### src/rtl/multi_port_memory_if.sv
// Bus bundle for multi_port_memory: one write port, READ_PORTS packed read ports, status flags.
interface multi_port_memory_if #(
    parameter int unsigned ADDRESS_WIDTH = 8,
    parameter int unsigned READ_PORTS    = 2
);
    logic                               write_in;
    logic [1:0]                         write_mode_in;
    logic [ADDRESS_WIDTH-1:0]           write_address_in;
    logic [31:0]                        write_data_in;
    logic [READ_PORTS*ADDRESS_WIDTH-1:0] read_address_in;
    logic [READ_PORTS*2-1:0]            read_mode_in;
    logic [READ_PORTS-1:0]              read_signed_in;
    logic [READ_PORTS*32-1:0]           read_data_out;
    logic [READ_PORTS-1:0]              read_error_out;
    logic                               write_error_out;
    logic                               ready_out;

    modport master (
        output write_in, write_mode_in, write_address_in, write_data_in,
        output read_address_in, read_mode_in, read_signed_in,
        input  read_data_out, read_error_out, write_error_out, ready_out
    );

    modport slave (
        input  write_in, write_mode_in, write_address_in, write_data_in,
        input  read_address_in, read_mode_in, read_signed_in,
        output read_data_out, read_error_out, write_error_out, ready_out
    );
endinterface

### src/rtl/multi_port_memory.sv
// Byte-addressed memory, one write port and READ_PORTS registered read ports, self-clearing after reset.
// Define MULTI_PORT_MEMORY_READ_BYPASS_EN to forward same-cycle writes to colliding reads.
module multi_port_memory #(
    parameter int unsigned ADDRESS_WIDTH = 8,
    parameter int unsigned READ_PORTS    = 2
) (
    input  logic               clock_in,
    input  logic               reset_in,
    multi_port_memory_if.slave bus
);
    localparam int unsigned        WORD_AW    = ADDRESS_WIDTH - 2;
    localparam int unsigned        DEPTH      = 1 << WORD_AW;
    localparam logic [WORD_AW-1:0] LAST_INDEX = WORD_AW'(DEPTH - 1);
    localparam logic [1:0]         MODE_WORD  = 2'b00;
    localparam logic [1:0]         MODE_HALF  = 2'b10;
    localparam logic [1:0]         MODE_BYTE  = 2'b11;

    typedef enum logic {ST_CLEAR, ST_READY} state_t;

    state_t             state_q, state_d;
    logic [WORD_AW-1:0] sweep_q;
    logic               clear_en_c, service_c;
    logic [31:0]        mem [DEPTH];

    logic [1:0]         w_lane_c;
    logic [WORD_AW-1:0] w_index_c;
    logic               w_bad_c, w_ok_c, w_reject_c;
    logic [3:0]         w_be_c;
    logic [31:0]        w_lanes_c, w_merged_c;

    logic [ADDRESS_WIDTH-1:0] r_addr_c [READ_PORTS];
    logic [31:0]              r_word_c [READ_PORTS];
    logic [31:0]              r_data_c [READ_PORTS];
    logic                     r_err_c  [READ_PORTS];

    // Returns {error, data} for one read lane selection.
    function automatic logic [32:0] extract(input logic [31:0] word, input logic [1:0] lane,
                                            input logic [1:0] mode, input logic sext);
        logic [15:0] half_v;
        logic [7:0]  byte_v;
        logic [32:0] res;
        half_v = 16'(word >> {lane[1], 4'b0000});
        byte_v = 8'(word >> {lane, 3'b000});
        res    = {1'b1, 32'h0};
        case (mode)
            MODE_WORD: res = (lane == 2'b00) ? {1'b0, word} : {1'b1, 32'h0};
            MODE_HALF: res = lane[0] ? {1'b1, 32'h0} : {1'b0, {16{sext & half_v[15]}}, half_v};
            MODE_BYTE: res = {1'b0, {24{sext & byte_v[7]}}, byte_v};
            default:   res = {1'b1, 32'h0};
        endcase
        return res;
    endfunction

    always_ff @(posedge clock_in) begin
        if (reset_in) state_q <= ST_CLEAR;
        else          state_q <= state_d;
    end

    always_comb begin
        state_d = state_q;
        case (state_q)
            ST_CLEAR: if (sweep_q == LAST_INDEX) state_d = ST_READY;
            ST_READY: state_d = ST_READY;
        endcase
    end

    always_comb begin
        clear_en_c = 1'b0;
        service_c  = 1'b0;
        case (state_q)
            ST_CLEAR: clear_en_c = 1'b1;
            ST_READY: service_c  = !reset_in;
        endcase
    end

    always_ff @(posedge clock_in) begin
        if (reset_in)        sweep_q <= '0;
        else if (clear_en_c) sweep_q <= sweep_q + WORD_AW'(1);
    end

    // Write decode: lane enables, replicated data and alignment check.
    always_comb begin
        w_lane_c  = bus.write_address_in[1:0];
        w_index_c = bus.write_address_in[ADDRESS_WIDTH-1:2];
        w_bad_c   = 1'b0;
        w_be_c    = 4'b0000;
        w_lanes_c = bus.write_data_in;
        case (bus.write_mode_in)
            MODE_WORD: begin
                w_bad_c = (w_lane_c != 2'b00);
                w_be_c  = 4'b1111;
            end
            MODE_HALF: begin
                w_bad_c   = w_lane_c[0];
                w_be_c    = w_lane_c[1] ? 4'b1100 : 4'b0011;
                w_lanes_c = {2{bus.write_data_in[15:0]}};
            end
            MODE_BYTE: begin
                w_be_c    = 4'b0001 << w_lane_c;
                w_lanes_c = {4{bus.write_data_in[7:0]}};
            end
            default: w_bad_c = 1'b1;
        endcase
        w_ok_c     = service_c && bus.write_in && !w_bad_c;
        w_reject_c = service_c && bus.write_in && w_bad_c;
        w_merged_c = mem[w_index_c];
        for (int b = 0; b < 4; b++) begin
            if (w_be_c[b]) w_merged_c[b*8 +: 8] = w_lanes_c[b*8 +: 8];
        end
    end

    always_comb begin
        for (int p = 0; p < READ_PORTS; p++) begin
            r_addr_c[p] = bus.read_address_in[p*ADDRESS_WIDTH +: ADDRESS_WIDTH];
            r_word_c[p] = mem[r_addr_c[p][ADDRESS_WIDTH-1:2]];
`ifdef MULTI_PORT_MEMORY_READ_BYPASS_EN
            if (w_ok_c && (r_addr_c[p][ADDRESS_WIDTH-1:2] == w_index_c)) r_word_c[p] = w_merged_c;
`endif
            {r_err_c[p], r_data_c[p]} = extract(r_word_c[p], r_addr_c[p][1:0],
                                                bus.read_mode_in[p*2 +: 2], bus.read_signed_in[p]);
        end
    end

    always_ff @(posedge clock_in) begin
        if (clear_en_c)  mem[sweep_q]   <= '0;
        else if (w_ok_c) mem[w_index_c] <= w_merged_c;
    end

    // Registered outputs; reads are forced quiet until the sweep is done.
    always_ff @(posedge clock_in) begin
        if (reset_in) begin
            bus.read_data_out   <= '0;
            bus.read_error_out  <= '0;
            bus.write_error_out <= 1'b0;
            bus.ready_out       <= 1'b0;
        end else begin
            bus.write_error_out <= w_reject_c;
            bus.ready_out       <= (state_d == ST_READY);
            for (int p = 0; p < READ_PORTS; p++) begin
                bus.read_data_out[p*32 +: 32] <= service_c ? r_data_c[p] : 32'h0;
                bus.read_error_out[p]         <= service_c & r_err_c[p];
            end
        end
    end
endmodule

### src/flat_wrapper.sv
// flat-port wrapper written by rule: the top's interface ports become plain ports
module multi_port_memory_flat 
#(
    parameter int unsigned ADDRESS_WIDTH = 8,
    parameter int unsigned READ_PORTS    = 2
)
  (clock_in, reset_in, bus_write_in, bus_write_mode_in, bus_write_address_in, bus_write_data_in, bus_read_address_in, bus_read_mode_in, bus_read_signed_in, bus_read_data_out, bus_read_error_out, bus_write_error_out, bus_ready_out);
  multi_port_memory_if #(.ADDRESS_WIDTH(ADDRESS_WIDTH), .READ_PORTS(READ_PORTS)) bus_i ();
  input  logic clock_in;
  input  logic reset_in;
  input wire logic [$bits(bus_i.write_in)-1:0] bus_write_in;
  input wire logic [$bits(bus_i.write_mode_in)-1:0] bus_write_mode_in;
  input wire logic [$bits(bus_i.write_address_in)-1:0] bus_write_address_in;
  input wire logic [$bits(bus_i.write_data_in)-1:0] bus_write_data_in;
  input wire logic [$bits(bus_i.read_address_in)-1:0] bus_read_address_in;
  input wire logic [$bits(bus_i.read_mode_in)-1:0] bus_read_mode_in;
  input wire logic [$bits(bus_i.read_signed_in)-1:0] bus_read_signed_in;
  output wire logic [$bits(bus_i.read_data_out)-1:0] bus_read_data_out;
  output wire logic [$bits(bus_i.read_error_out)-1:0] bus_read_error_out;
  output wire logic [$bits(bus_i.write_error_out)-1:0] bus_write_error_out;
  output wire logic [$bits(bus_i.ready_out)-1:0] bus_ready_out;
  assign bus_i.write_in = bus_write_in;
  assign bus_i.write_mode_in = bus_write_mode_in;
  assign bus_i.write_address_in = bus_write_address_in;
  assign bus_i.write_data_in = bus_write_data_in;
  assign bus_i.read_address_in = bus_read_address_in;
  assign bus_i.read_mode_in = bus_read_mode_in;
  assign bus_i.read_signed_in = bus_read_signed_in;
  assign bus_read_data_out = bus_i.read_data_out;
  assign bus_read_error_out = bus_i.read_error_out;
  assign bus_write_error_out = bus_i.write_error_out;
  assign bus_ready_out = bus_i.ready_out;
  multi_port_memory #(.ADDRESS_WIDTH(ADDRESS_WIDTH), .READ_PORTS(READ_PORTS)) u_core (.clock_in(clock_in), .reset_in(reset_in), .bus(bus_i));
endmodule
### config.mk
export PLATFORM = sky130hd
export DESIGN_NAME = multi_port_memory_flat
export DESIGN_NICKNAME = d
export VERILOG_FILES = /design/src/rtl/multi_port_memory_if.sv /design/src/rtl/multi_port_memory.sv /design/src/flat_wrapper.sv
export SDC_FILE = /design/constraint.sdc
export NUM_CORES = 2
export LEC_CHECK = 0
export ABC_AREA = 0
export ABC_CLOCK_PERIOD_IN_PS = 5920
export CAP_MARGIN = 20
export CORE_ASPECT_RATIO = 0.75
export CORE_MARGIN = 2
export CORE_UTILIZATION = 55
export CTS_CLUSTER_SIZE = 12
export DETAILED_ROUTE_END_ITERATION = 7
export GPL_ROUTABILITY_DRIVEN = 0
export MAX_ROUTING_LAYER = met4
export PLACE_DENSITY = 0.71
export SYNTH_ARGS = -nofsm -noshare
export SYNTH_HDL_FRONTEND = slang
export SYNTH_SLANG_ARGS = --single-unit
### constraint.sdc
create_clock -name clock_in -period 5.92 [get_ports clock_in]
set_input_delay 1.184 -clock clock_in [delete_from_list [all_inputs] [get_ports clock_in]]
set_output_delay 1.184 -clock clock_in [all_outputs]
set_load 0.01 [all_outputs]
==> impl_metrics.ini <==
[worst_setup_path]
endpoint_kind = register
worst-path-max-fanout = 20
cp.required_ns = 6.46
timing_worst_setup_path_type = primary input to register
worst_path_max_delay_cell = nand2_1
cpPeakStageDelay_ns = 0.82
cp_data_arrival_time_ns = 5.52
setup.worst_path.start_class = primary input
crit_chain = clkdlybuf4s50_1 -> buf_4 -> o22ai_1 -> nor2_1 -> mux2i_1 -> nor2b_1 -> nand2_1 -> nor2_1 -> buf_4

[cts]
post_cts.resized_instances = 0
numClockSinks = 2122
clock_tree.buffer_depth = 3
tritoncts = done
cts.hold.buffers_added = 0
cts_setup_buffers = 0
clk_pin_slew_worst_paths_ns = 0.06
clkLatencyLatePin_ns = 0.87
cts_htree_levels = 4
cts_inserted_buffers = 205
root_buffer_cell = clkbuf_16

[sta]
timing.max_slew.rel_slack_pct = 18.7
tns_ns = 0
maxClockFrequency_mhz = 201
layout_min_cycle_time_ns = 4.98
fin_worst_skew_ns = 0.0467
setup_viol_count_final = 0
report.final.hold_viol_count = 0
rsz_0062_raised_after_global_routing = false
timing.final.ws_setup_ns = 0.936
timing.final.max_slew_violations = 0
timing_worst_slew_pin_value_ns = 1.22
min_period_over_period_pct = 84.2

[die]
fp.coreArea_um2 = 180000
initial_core_util_pct = 55.3
floorplan.die_area_um2 = 185000
design.portCount = 135
die-width_um = 496
std_cell_rows = 135
floorplan.die.height_um = 373

[detailed_routing]
ant_nets = 0
finalWirelength_mm = 328
detail_route.iter0.violations = 11676
drt_drc_violations_left = 425
vias = 59401
first_pass_iteration_count_of_the_detailed_router = 8
wl_per_cell_um = 41.5
drt-vias-per-instance = 7.52

[place]
pre_cts_slack_ns = 0.464
buffer_ports.inserted = 134
detailed_place_hpwl_mm = 218

[synth]
synthesis.yosys.warnings = 0
async_reset_ff_share_pct = 0
synthesis.instances = 4924
yosys.area_share.xor_xnor_pct = 0.0351
synth.cell_area_um2 = 99800
netlist-cell-type-count = 70
synthAdderAreaFrac_pct = 0.0125
yosys-mux-area-fraction_pct = 29.5
synth_simple_gate_area_share_pct = 2.96
synth_seq_area_share_pct = 63.1
ys_seq_elements = 2122
mappedNetlistNets = 4992
synth_compound_area_share_pct = 2.03
synth.avg_cell_area_um2 = 20.3
dominant_combinational_cell_family_by_area_after_synthesis = multiplexers
synth_enable_flop_cells = 2048
ys.flop_type = edfxtp_1

[final_layout]
layout-area-overhead-vs-synth_pct = 12.3
final_util_pct = 62.1
layout-drive-gt1-share_pct = 36.1
fin_nets = 5381
fillers = 12381
final_cell_mix = edfxtp_1 (2048), mux4_2 (1174), buf_4 (403)
leading_cell_type_in_the_layout_fill_and_taps_excluded = edfxtp_1

[pwr]
p_leak_nw = 41.1
totalPowerFinal_mw = 30.5
max-vdd-ir-drop_v = 0.000296
power_density_nw_per_um2 = 272

[grt]
pin_count_of_the_biggest_net_entering_global_routing = 102
grt_use_total_pct = 36.8
grt_first_pass_wirelength_mm = 452
grt-ovfl-total = 0
first_global_vias = 56333
grt_antenna_before_repair = 38

[run_status]
run_status = complete, but fails checks
violations = design-rule violations

[run]
cap_viol_max_count = 0

[min_path]
holdCritPathClass = register to register
## through the flow
stage / instances / hold WS [ns] / instance area (µm²)
final: 7902 / 0.701 / 112000
after global routing: 7893 / 0.710 / 112000
after CTS: 7848 / 0.665 / 112000
after detailed placement: 7496 / 0.652 / 106000
after global placement: 7490 / 0.648 / 106000
after floorplan: 4924 / 0.500 / 99800
## cells by family after synthesis
logic type      after synthesis
xor+xnor                      4
buf+inv                     409
fa+ha+maj                     1
simple gates                688
flops                      2122
compound gates              281
mux                        1419
## sequential cells by signal, indices dropped and copies added (netlist names)
| register | count |
|---|---|
| u_core.bus.read_data_out | 64 |
| u_core.mem | 2048 |
| u_core.bus.ready_out | 1 |
| u_core.sweep_q | 6 |
| u_core.bus.read_error_out | 2 |
| u_core.bus.write_error_out | 1 |
## worst max-delay path: cells and delay by family
kind | cells | cell delay (ns)
simple gates | 4 | 2.36
buf+inv | 3 | 1.07
mux | 1 | 0.67
compound gates | 1 | 0.23
## path summary, 6_finish.rpt
kind                                                 startpoint                              to  slack [ns]  cells after the start
worst min register to register   u_core.sweep_q[4]$_SDFFE_PP0N_  u_core.sweep_q[4]$_SDFFE_PP0N_        0.70                      2
worst max register to register  u_core.bus.ready_out$_SDFF_PP0_    u_core.mem[24][29]$_DFFE_PP_        1.40                      8
worst max-delay path                       bus_write_mode_in[0]    u_core.mem[24][29]$_DFFE_PP_        0.94                      9
worst min-delay path             u_core.sweep_q[4]$_SDFFE_PP0N_  u_core.sweep_q[4]$_SDFFE_PP0N_        0.70                      2
## per-layer routing
metal	part of all wire [%]	wire, µm	track usage, %	vias up
met1	35	114000	49.4	31000
li1	-	-	-	22048
met2	43	141000	48.8	5409
met4	6.2	20300	19.3	0
met3	16	53400	14.4	944
met5	0	0	-	-
## layout make-up
cell class | instances | area (µm²) | area share (%)
repair buffers | 576 | 5170 | 4.61
well taps | 2397 | 3000 | 2.68
inverters | 15 | 63.8 | 0.0570
clock buffers | 325 | 5790 | 5.16
diodes | 47 | 118 | 0.105
multi-input cells | 2393 | 34700 | 31.0
clock inverters | 27 | 183 | 0.163
flip-flops and latches | 2122 | 63000 | 56.2
## cells in the mapped netlist (10+ instances only)
library cell  instances  area share [%]
a22oi_1              37            0.28
nand3_1              28            0.14
inv_1                12           0.045
mux4_2             1174              27
nand2_1             194            0.73
a22o_1               15            0.13
buf_6                45            0.51
buf_2               134            0.67
nand3b_1             10           0.075
mux2_2               39            0.44
a211oi_1             10           0.075
nor2b_1              31            0.19
nor2_1              347             1.3
mux2i_1             174             1.7
o221ai_1             16            0.14
a21oi_1              47            0.24
a221oi_1             12            0.11
o211ai_1             11           0.083
o21ai_1              23            0.12
nand4_1              14           0.088
clkbuf_1            109            0.41
buf_4                40            0.30
nor3_1               10           0.050
edfxtp_1           2048              62
o21ai_0              33            0.17
buf_1                57            0.21
mux4_1               28            0.74
and2_1               18            0.11
dfxtp_1              74             1.5
## report_power, final
part	leakage, nW	switching [mW]	internal [mW]	total (mW)
Sequential	23.5	0.0409	16.3	16.3
Clock	2.88	5.56	6.64	12.2
Combinational	14.7	1.16	0.767	1.93
Power figures use the tool's default switching activity.
